===== src/rtl/elink_txo_pkg.sv =====
// rtl/elink_txo_pkg.sv - shared types, frame codes and word encoders for the eLink TX framer
package elink_txo_pkg;

  typedef enum logic [1:0] {
    ST_IDLE = 2'd0,
    ST_HDR  = 2'd1,
    ST_PAY  = 2'd2
  } state_t;

  typedef struct packed {
    logic        write;
    logic [1:0]  datamode;
    logic [3:0]  ctrlmode;
    logic [31:0] dstaddr;
    logic [31:0] srcaddr;
    logic [31:0] data;
  } txn_t;

  localparam logic [7:0]  FRAME_IDLE = 8'h00;
  localparam logic [7:0]  FRAME_HDR  = 8'h3F;
  localparam logic [7:0]  FRAME_PAY  = 8'hFF;
  localparam logic [31:0] ADDR_INC   = 32'd8;

  function automatic logic is_dbl(input txn_t t);
    return t.write && (t.datamode == 2'b11) && (t.ctrlmode == 4'd0);
  endfunction

  function automatic logic [63:0] hdr_word(input txn_t t);
    logic [63:0] w;
    w        = '0;
    w[7:0]   = {t.dstaddr[3:0], t.datamode, t.write, 1'b1};
    w[15:8]  = t.dstaddr[11:4];
    w[23:16] = t.dstaddr[19:12];
    w[31:24] = t.dstaddr[27:20];
    w[39:32] = {t.ctrlmode, t.dstaddr[31:28]};
    w[47:40] = {~t.write, 7'b0};
    return w;
  endfunction

  // Each serdes lane carries one bit position of every byte: lane k bit j = word[8j+k].
  function automatic logic [63:0] lane_map(input logic [63:0] w);
    logic [63:0] m;
    for (int k = 0; k < 8; k++) begin
      for (int j = 0; j < 8; j++) begin
        m[8*k+j] = w[8*j+k];
      end
    end
    return m;
  endfunction

endpackage


===== src/rtl/elink_txo_fifo.sv =====
// rtl/elink_txo_fifo.sv - synchronous transaction FIFO with occupancy count
module elink_txo_fifo
  import elink_txo_pkg::*;
#(
  parameter int DEPTH = 4
) (
  input  logic                   clk,
  input  logic                   reset,
  input  logic                   push,
  input  logic                   pop,
  input  txn_t                   wr_data,
  output txn_t                   rd_data,
  output logic [$clog2(DEPTH):0] count
);

  localparam int AW = $clog2(DEPTH);
  localparam int CW = AW + 1;

  txn_t          mem [DEPTH];
  logic [AW-1:0] wr_ptr;
  logic [AW-1:0] rd_ptr;
  logic          do_push;
  logic          do_pop;

  assign do_push = push && (count != CW'(DEPTH));
  assign do_pop  = pop && (count != '0);
  assign rd_data = mem[rd_ptr];

  always_ff @(posedge clk) begin
    if (do_push) begin
      mem[wr_ptr] <= wr_data;
    end
  end

  // Pointers are AW bits wide, so they wrap modulo DEPTH on their own.
  always_ff @(posedge clk) begin
    if (reset) begin
      wr_ptr <= '0;
      rd_ptr <= '0;
      count  <= '0;
    end else begin
      if (do_push) wr_ptr <= wr_ptr + 1'b1;
      if (do_pop)  rd_ptr <= rd_ptr + 1'b1;
      case ({do_push, do_pop})
        2'b10:   count <= count + 1'b1;
        2'b01:   count <= count - 1'b1;
        default: count <= count;
      endcase
    end
  end

endmodule


===== src/rtl/elink_txo_framer.sv =====
// rtl/elink_txo_framer.sv - emesh to serdes TX framer; burst merging compiled in by ELINK_TXO_BURST_EN
module elink_txo_framer
  import elink_txo_pkg::*;
#(
  parameter int DEPTH     = 4,
  parameter int MAX_BURST = 16
) (
  input  logic                   txo_lclk,
  input  logic                   reset,
  input  logic                   txo_emesh_access,
  input  logic                   txo_emesh_write,
  input  logic [1:0]             txo_emesh_datamode,
  input  logic [3:0]             txo_emesh_ctrlmode,
  input  logic [31:0]            txo_emesh_dstaddr,
  input  logic [31:0]            txo_emesh_srcaddr,
  input  logic [31:0]            txo_emesh_data,
  input  logic                   burst_en,
  input  logic                   txo_rd_wait,
  output logic                   txo_emesh_wait,
  output logic [$clog2(DEPTH):0] txo_fifo_count,
  output logic [71:0]            tx_in
);

  localparam int CW = $clog2(DEPTH) + 1;

  state_t state;
  state_t state_next;
  txn_t   in_txn;
  txn_t   head;
  txn_t   cur;
  logic   head_valid;
  logic   push;
  logic   pop;

  assign in_txn = '{write:    txo_emesh_write,
                    datamode: txo_emesh_datamode,
                    ctrlmode: txo_emesh_ctrlmode,
                    dstaddr:  txo_emesh_dstaddr,
                    srcaddr:  txo_emesh_srcaddr,
                    data:     txo_emesh_data};

  assign txo_emesh_wait = (txo_fifo_count == CW'(DEPTH));
  assign push           = txo_emesh_access && !txo_emesh_wait;
  assign head_valid     = (txo_fifo_count != '0);

  elink_txo_fifo #(.DEPTH(DEPTH)) u_fifo (
    .clk     (txo_lclk),
    .reset   (reset),
    .push    (push),
    .pop     (pop),
    .wr_data (in_txn),
    .rd_data (head),
    .count   (txo_fifo_count)
  );

`ifdef ELINK_TXO_BURST_EN
  localparam int BW = $clog2(MAX_BURST + 1);

  logic [BW-1:0] beats;
  logic          burst_ok;

  assign burst_ok = burst_en && !txo_rd_wait && head_valid &&
                    is_dbl(cur) && is_dbl(head) &&
                    (head.dstaddr == cur.dstaddr + ADDR_INC) &&
                    (beats < BW'(MAX_BURST));

  always_ff @(posedge txo_lclk) begin
    if (reset) begin
      beats <= '0;
    end else if (state == ST_HDR) begin
      beats <= BW'(1);
    end else if ((state == ST_PAY) && burst_ok) begin
      beats <= beats + BW'(1);
    end
  end
`else
  localparam int unused_max_burst = MAX_BURST;
  logic          unused_burst_en;
  assign unused_burst_en = burst_en;
`endif

  always_comb begin
    state_next = state;
    pop        = 1'b0;
    case (state)
      ST_IDLE: begin
        if (head_valid && !txo_rd_wait) begin
          pop        = 1'b1;
          state_next = ST_HDR;
        end
      end
      ST_HDR: state_next = ST_PAY;
      ST_PAY: begin
        state_next = ST_IDLE;
`ifdef ELINK_TXO_BURST_EN
        if (burst_ok) begin
          pop        = 1'b1;
          state_next = ST_PAY;
        end
`endif
      end
      default: state_next = ST_IDLE;
    endcase
  end

  always_ff @(posedge txo_lclk) begin
    if (reset) begin
      state <= ST_IDLE;
      cur   <= '0;
    end else begin
      state <= state_next;
      if (pop) cur <= head;
    end
  end

  // tx_in is a pure function of the registered state and cur, one cycle behind them.
  always_ff @(posedge txo_lclk) begin
    if (reset) begin
      tx_in <= '0;
    end else begin
      case (state)
        ST_HDR:  tx_in <= {FRAME_HDR, lane_map(hdr_word(cur))};
        ST_PAY:  tx_in <= {FRAME_PAY, lane_map({cur.data, cur.srcaddr})};
        default: tx_in <= {FRAME_IDLE, 64'd0};
      endcase
    end
  end

endmodule


===== config.mk =====
export PLATFORM = sky130hd
export DESIGN_NAME = elink_txo_framer
export DESIGN_NICKNAME = d
export VERILOG_FILES = /design/src/rtl/elink_txo_pkg.sv /design/src/rtl/elink_txo_fifo.sv /design/src/rtl/elink_txo_framer.sv
export SDC_FILE = /design/constraint.sdc
export NUM_CORES = 1
export LEC_CHECK = 0
export BUFFER_PORTS_ARGS = -buffer_cell sky130_fd_sc_hd__buf_2
export CORE_UTILIZATION = 63
export DETAILED_ROUTE_END_ITERATION = 6
export PLACE_DENSITY = 0.84
export REMOVE_ABC_BUFFERS = 1
export SYNTH_ARGS = -nofsm -noshare
export SYNTH_HDL_FRONTEND = slang
export SYNTH_SLANG_ARGS = --single-unit

===== constraint.sdc =====
create_clock -name txo_lclk -period 11.31 [get_ports txo_lclk]
set_clock_uncertainty 0.1 [all_clocks]
set_input_delay 2.262 -clock txo_lclk [delete_from_list [all_inputs] [get_ports txo_lclk]]
set_output_delay 2.262 -clock txo_lclk [all_outputs]
set_load 0.02 [all_outputs]

==> results_dict.tcl <==
set metrics [dict create \
    portBuffers 182 \
    cts.clk_slew.worst_paths_ns 0.06 \
    drv_cap 0 \
    path_depth 3 \
    period_needed_ns 4.19 \
    ys_seq_area_share_pct 77.3 \
    finalCritPeriodShare_pct 37.1 \
    firstDrtPassIters 5 \
    syn_area_per_cell_sq_um 19.8 \
    die_h_um 183 \
    path_cells "or3b_2, inv_1, buf_2" \
    r2r_end "u_fifo.mem[2][85]$_DFFE_PP_" \
    postCtsHoldBufs 0 \
    clk_latency_ns 0.56 \
    path_buf_inv 2 \
    overflow 0 \
    dp_slack_ns 6.76 \
    fill_cells 1851 \
    setup_violations 0 \
    h-tree-depth 2 \
    arrival_ns 1.83 \
    grt.total_usage_pct 24.7 \
    hpwlAfterDp_mm 21.1 \
    cts_resized 0 \
    start_util_pct 64.7 \
    max-slew-margin-rel_pct 38.4 \
    cp_max_fo 7 \
    cp-startpoint "u_fifo.count[2]$_SDFFE_PP0P_" \
    cts_root_buffer "clkbuf_16" \
    crit_family "simple AND/OR/NAND/NOR gates" \
    cp_slowest_cell "or3b_2" \
    die_area_sq_um 33500 \
    r2r_setup_slack_ns 8.53 \
    power_leakage_uw 0.00815 \
    setup_slack_ns 7.12 \
    hold_viol_final 0 \
    critPathKind "reg -> out" \
    endpoint "txo_emesh_wait" \
    rr_worst_depth 3 \
    holdCritPathClass "reg -> reg" \
    final_nets 1341 \
    vdd_drop_max_mv 0.151 \
    routed_wl_mm 40.4 \
    cts_tree "built" \
    grt_pass1_vias 10900 \
    synth_cell_types 32 \
    ys_ff_latch 590 \
    holdWs_ns 0.358 \
    slew_violations 0 \
    yosysWarnings 0 \
    setup_total_negative_slack_ns 0 \
    clockBufferDepth 3 \
    gp_congestion 0.727 \
    syn_inst 1040 \
    drive_above_1_share_pct 30.1 \
    antenna_found_initial 14 \
    grt_start_max_net_pins 69 \
    cp.required_ns 8.95 \
    rsz0062_at_grt "no" \
    pin_count 184 \
    grt_pass1_wl_mm 61.8 \
    tightestPinTransition_ns 0.924 \
    worstSetupStartpointType "flop" \
    cts_setup_buffers 0 \
    power_density_nw_per_um2 221 \
    drt-vias-per-instance 6.07 \
    fin_util_pct 73.8 \
    drc 0 \
    wl_per_cell_um 23.6 \
    die_w_um 183 \
    cts_buffers 54 \
    rows 65 \
    critPathCaptureType "output port" \
    ant_nets 0 \
    syn_area_sq_um 20600 \
    slowest_delay_ns 0.56 \
    core-area_sq_um 31900 \
    vias 10400 \
    clock.fmax_mhz 238 \
    r2r-start "u_fifo.count[0]$_SDFFE_PP0P_" \
    cts.sinks 590 \
    area_delta_synth_final_pct 14.0 \
    dr.first_iter.drc_count 860 \
    status "complete, no violations" \
]
[flip-flops by register name, indices dropped and copies added (netlist names)]
signal / count
u_fifo.mem: 412
state: 2
u_fifo.wr_ptr: 2
u_fifo.count: 3
cur: 103
u_fifo.rd_ptr: 2
tx_in: 66
[cells in the mapped netlist]
| cell | n | area share, % |
|---|---|---|
| or3_4 | 1 | 0.055 |
| and2_1 | 24 | 0.73 |
| dfxtp_1 | 178 | 17 |
| nor3b_2 | 1 | 0.061 |
| nor2_1 | 45 | 0.82 |
| xor2_1 | 2 | 0.085 |
| nor3_1 | 1 | 0.024 |
| ha_1 | 10 | 0.61 |
| a22oi_1 | 39 | 1.4 |
| buf_6 | 6 | 0.33 |
| or3b_2 | 1 | 0.042 |
| inv_1 | 11 | 0.20 |
| or3_1 | 2 | 0.061 |
| buf_2 | 23 | 0.56 |
| edfxtp_1 | 412 | 60 |
| a21oi_2 | 1 | 0.042 |
| nor2b_1 | 2 | 0.061 |
| o21ai_0 | 5 | 0.12 |
| mux2i_1 | 2 | 0.097 |
| clkbuf_1 | 28 | 0.51 |
| mux4_2 | 103 | 11 |
| a22o_1 | 103 | 4.4 |
| o21a_1 | 1 | 0.036 |
| nand2_1 | 1 | 0.018 |
| and2b_1 | 1 | 0.036 |
| buf_4 | 14 | 0.51 |
| a21oi_1 | 7 | 0.17 |
| fa_1 | 1 | 0.097 |
| nand2b_1 | 7 | 0.21 |
| nand3b_1 | 1 | 0.036 |
| and3_1 | 4 | 0.12 |
| nand3_1 | 3 | 0.073 |
[logic make-up (layout without fill, tap and decap cells)]
logic type / count (synthesis) / count (layout) / synth area share, %
AND/OR/NAND/NOR: 94 / 94 / 2.35
XOR/XNOR: 2 / 2 / 0.0849
multiplexers: 105 / 105 / 11.3
flip-flops: 590 / 590 / 77.3
other: 0 / 7 / 0
buffers and inverters: 82 / 308 / 2.10
AO/OA/AOI/OAI: 156 / 156 / 6.16
adder cells (fa/ha/maj): 11 / 11 / 0.704
[worst register-to-register path, delay by kind of cell (launching register included)]
kind	cells	cell delay [ns]
simple gates	2	0.98
flops	1	0.43
buf+inv	1	0.87
[stage by stage]
stage	instance area (sq um)	std cells	total power (uW)
final	23500	1708	5200
after floorplan	20200	969	3320
after global placement	21900	1601	3500
after detailed placement	21900	1601	3540
after global routing	23500	1705	5400
after CTS	23500	1701	5230
[routing by layer]
metal  GRT usage (%)  part of all wire, %  routed length [um]
met4            7.37                  2.4                 988
met2            41.5                   51               20500
met5               0                 0.18                  73
met1            32.8                   40               16100
met3            5.50                  6.9                2780
[area by class of cell]
cell class / count / area, sq um / area share, %
inverter: 11 / 41.3 / 0.176
multi-input combinational: 368 / 4300 / 18.3
antenna: 7 / 17.5 / 0.0745
timing repair buffer: 197 / 1020 / 4.35
tap: 435 / 544 / 2.31
sequential: 590 / 15900 / 67.8
clock buffer: 82 / 1510 / 6.41
clock inverter: 18 / 141 / 0.601
[placed cells by master, fill, tap and decap left out, drive strengths merged, types with 2 or more instances in the layout]
cell type | netlist | routed
mux2i | 2 | 2
xor2 | 2 | 2
a21oi | 8 | 8
nand2b | 7 | 7
clkinv | 0 | 16
a22o | 103 | 103
and3 | 4 | 4
or3 | 3 | 3
dfxtp | 178 | 178
bufinv | 0 | 2
mux4 | 103 | 103
o21ai | 5 | 5
and2 | 24 | 24
a22oi | 39 | 39
nor2b | 2 | 2
ha | 10 | 10
nand3 | 3 | 3
buf | 43 | 197
inv | 11 | 11
nor2 | 45 | 45
diode | 0 | 7
edfxtp | 412 | 412
clkbuf | 28 | 82
[worst min path at each step]
stage | cells past startpoint | slack (ns) | to | start
global route | 1 | 0.38 | tx_in[29]$_SDFF_PP0_ | cur[11]$_SDFFE_PP0N_
floorplan | 1 | 0.33 | tx_in[13]$_SDFF_PP0_ | cur[9]$_SDFFE_PP0N_
detailed placement | 1 | 0.35 | tx_in[7]$_SDFF_PP0_ | cur[24]$_SDFFE_PP0N_
finish | 1 | 0.36 | tx_in[29]$_SDFF_PP0_ | cur[11]$_SDFFE_PP0N_
global placement | 1 | 0.34 | tx_in[30]$_SDFF_PP0_ | cur[19]$_SDFFE_PP0N_
CTS | 1 | 0.36 | tx_in[21]$_SDFF_PP0_ | cur[10]$_SDFFE_PP0N_
[where the power goes]
part,internal [uW],switching [uW]
Sequential,2550,128
Combinational,376,449
Clock,963,738
Total,3890,1310
Power figures use the tool's default switching activity.
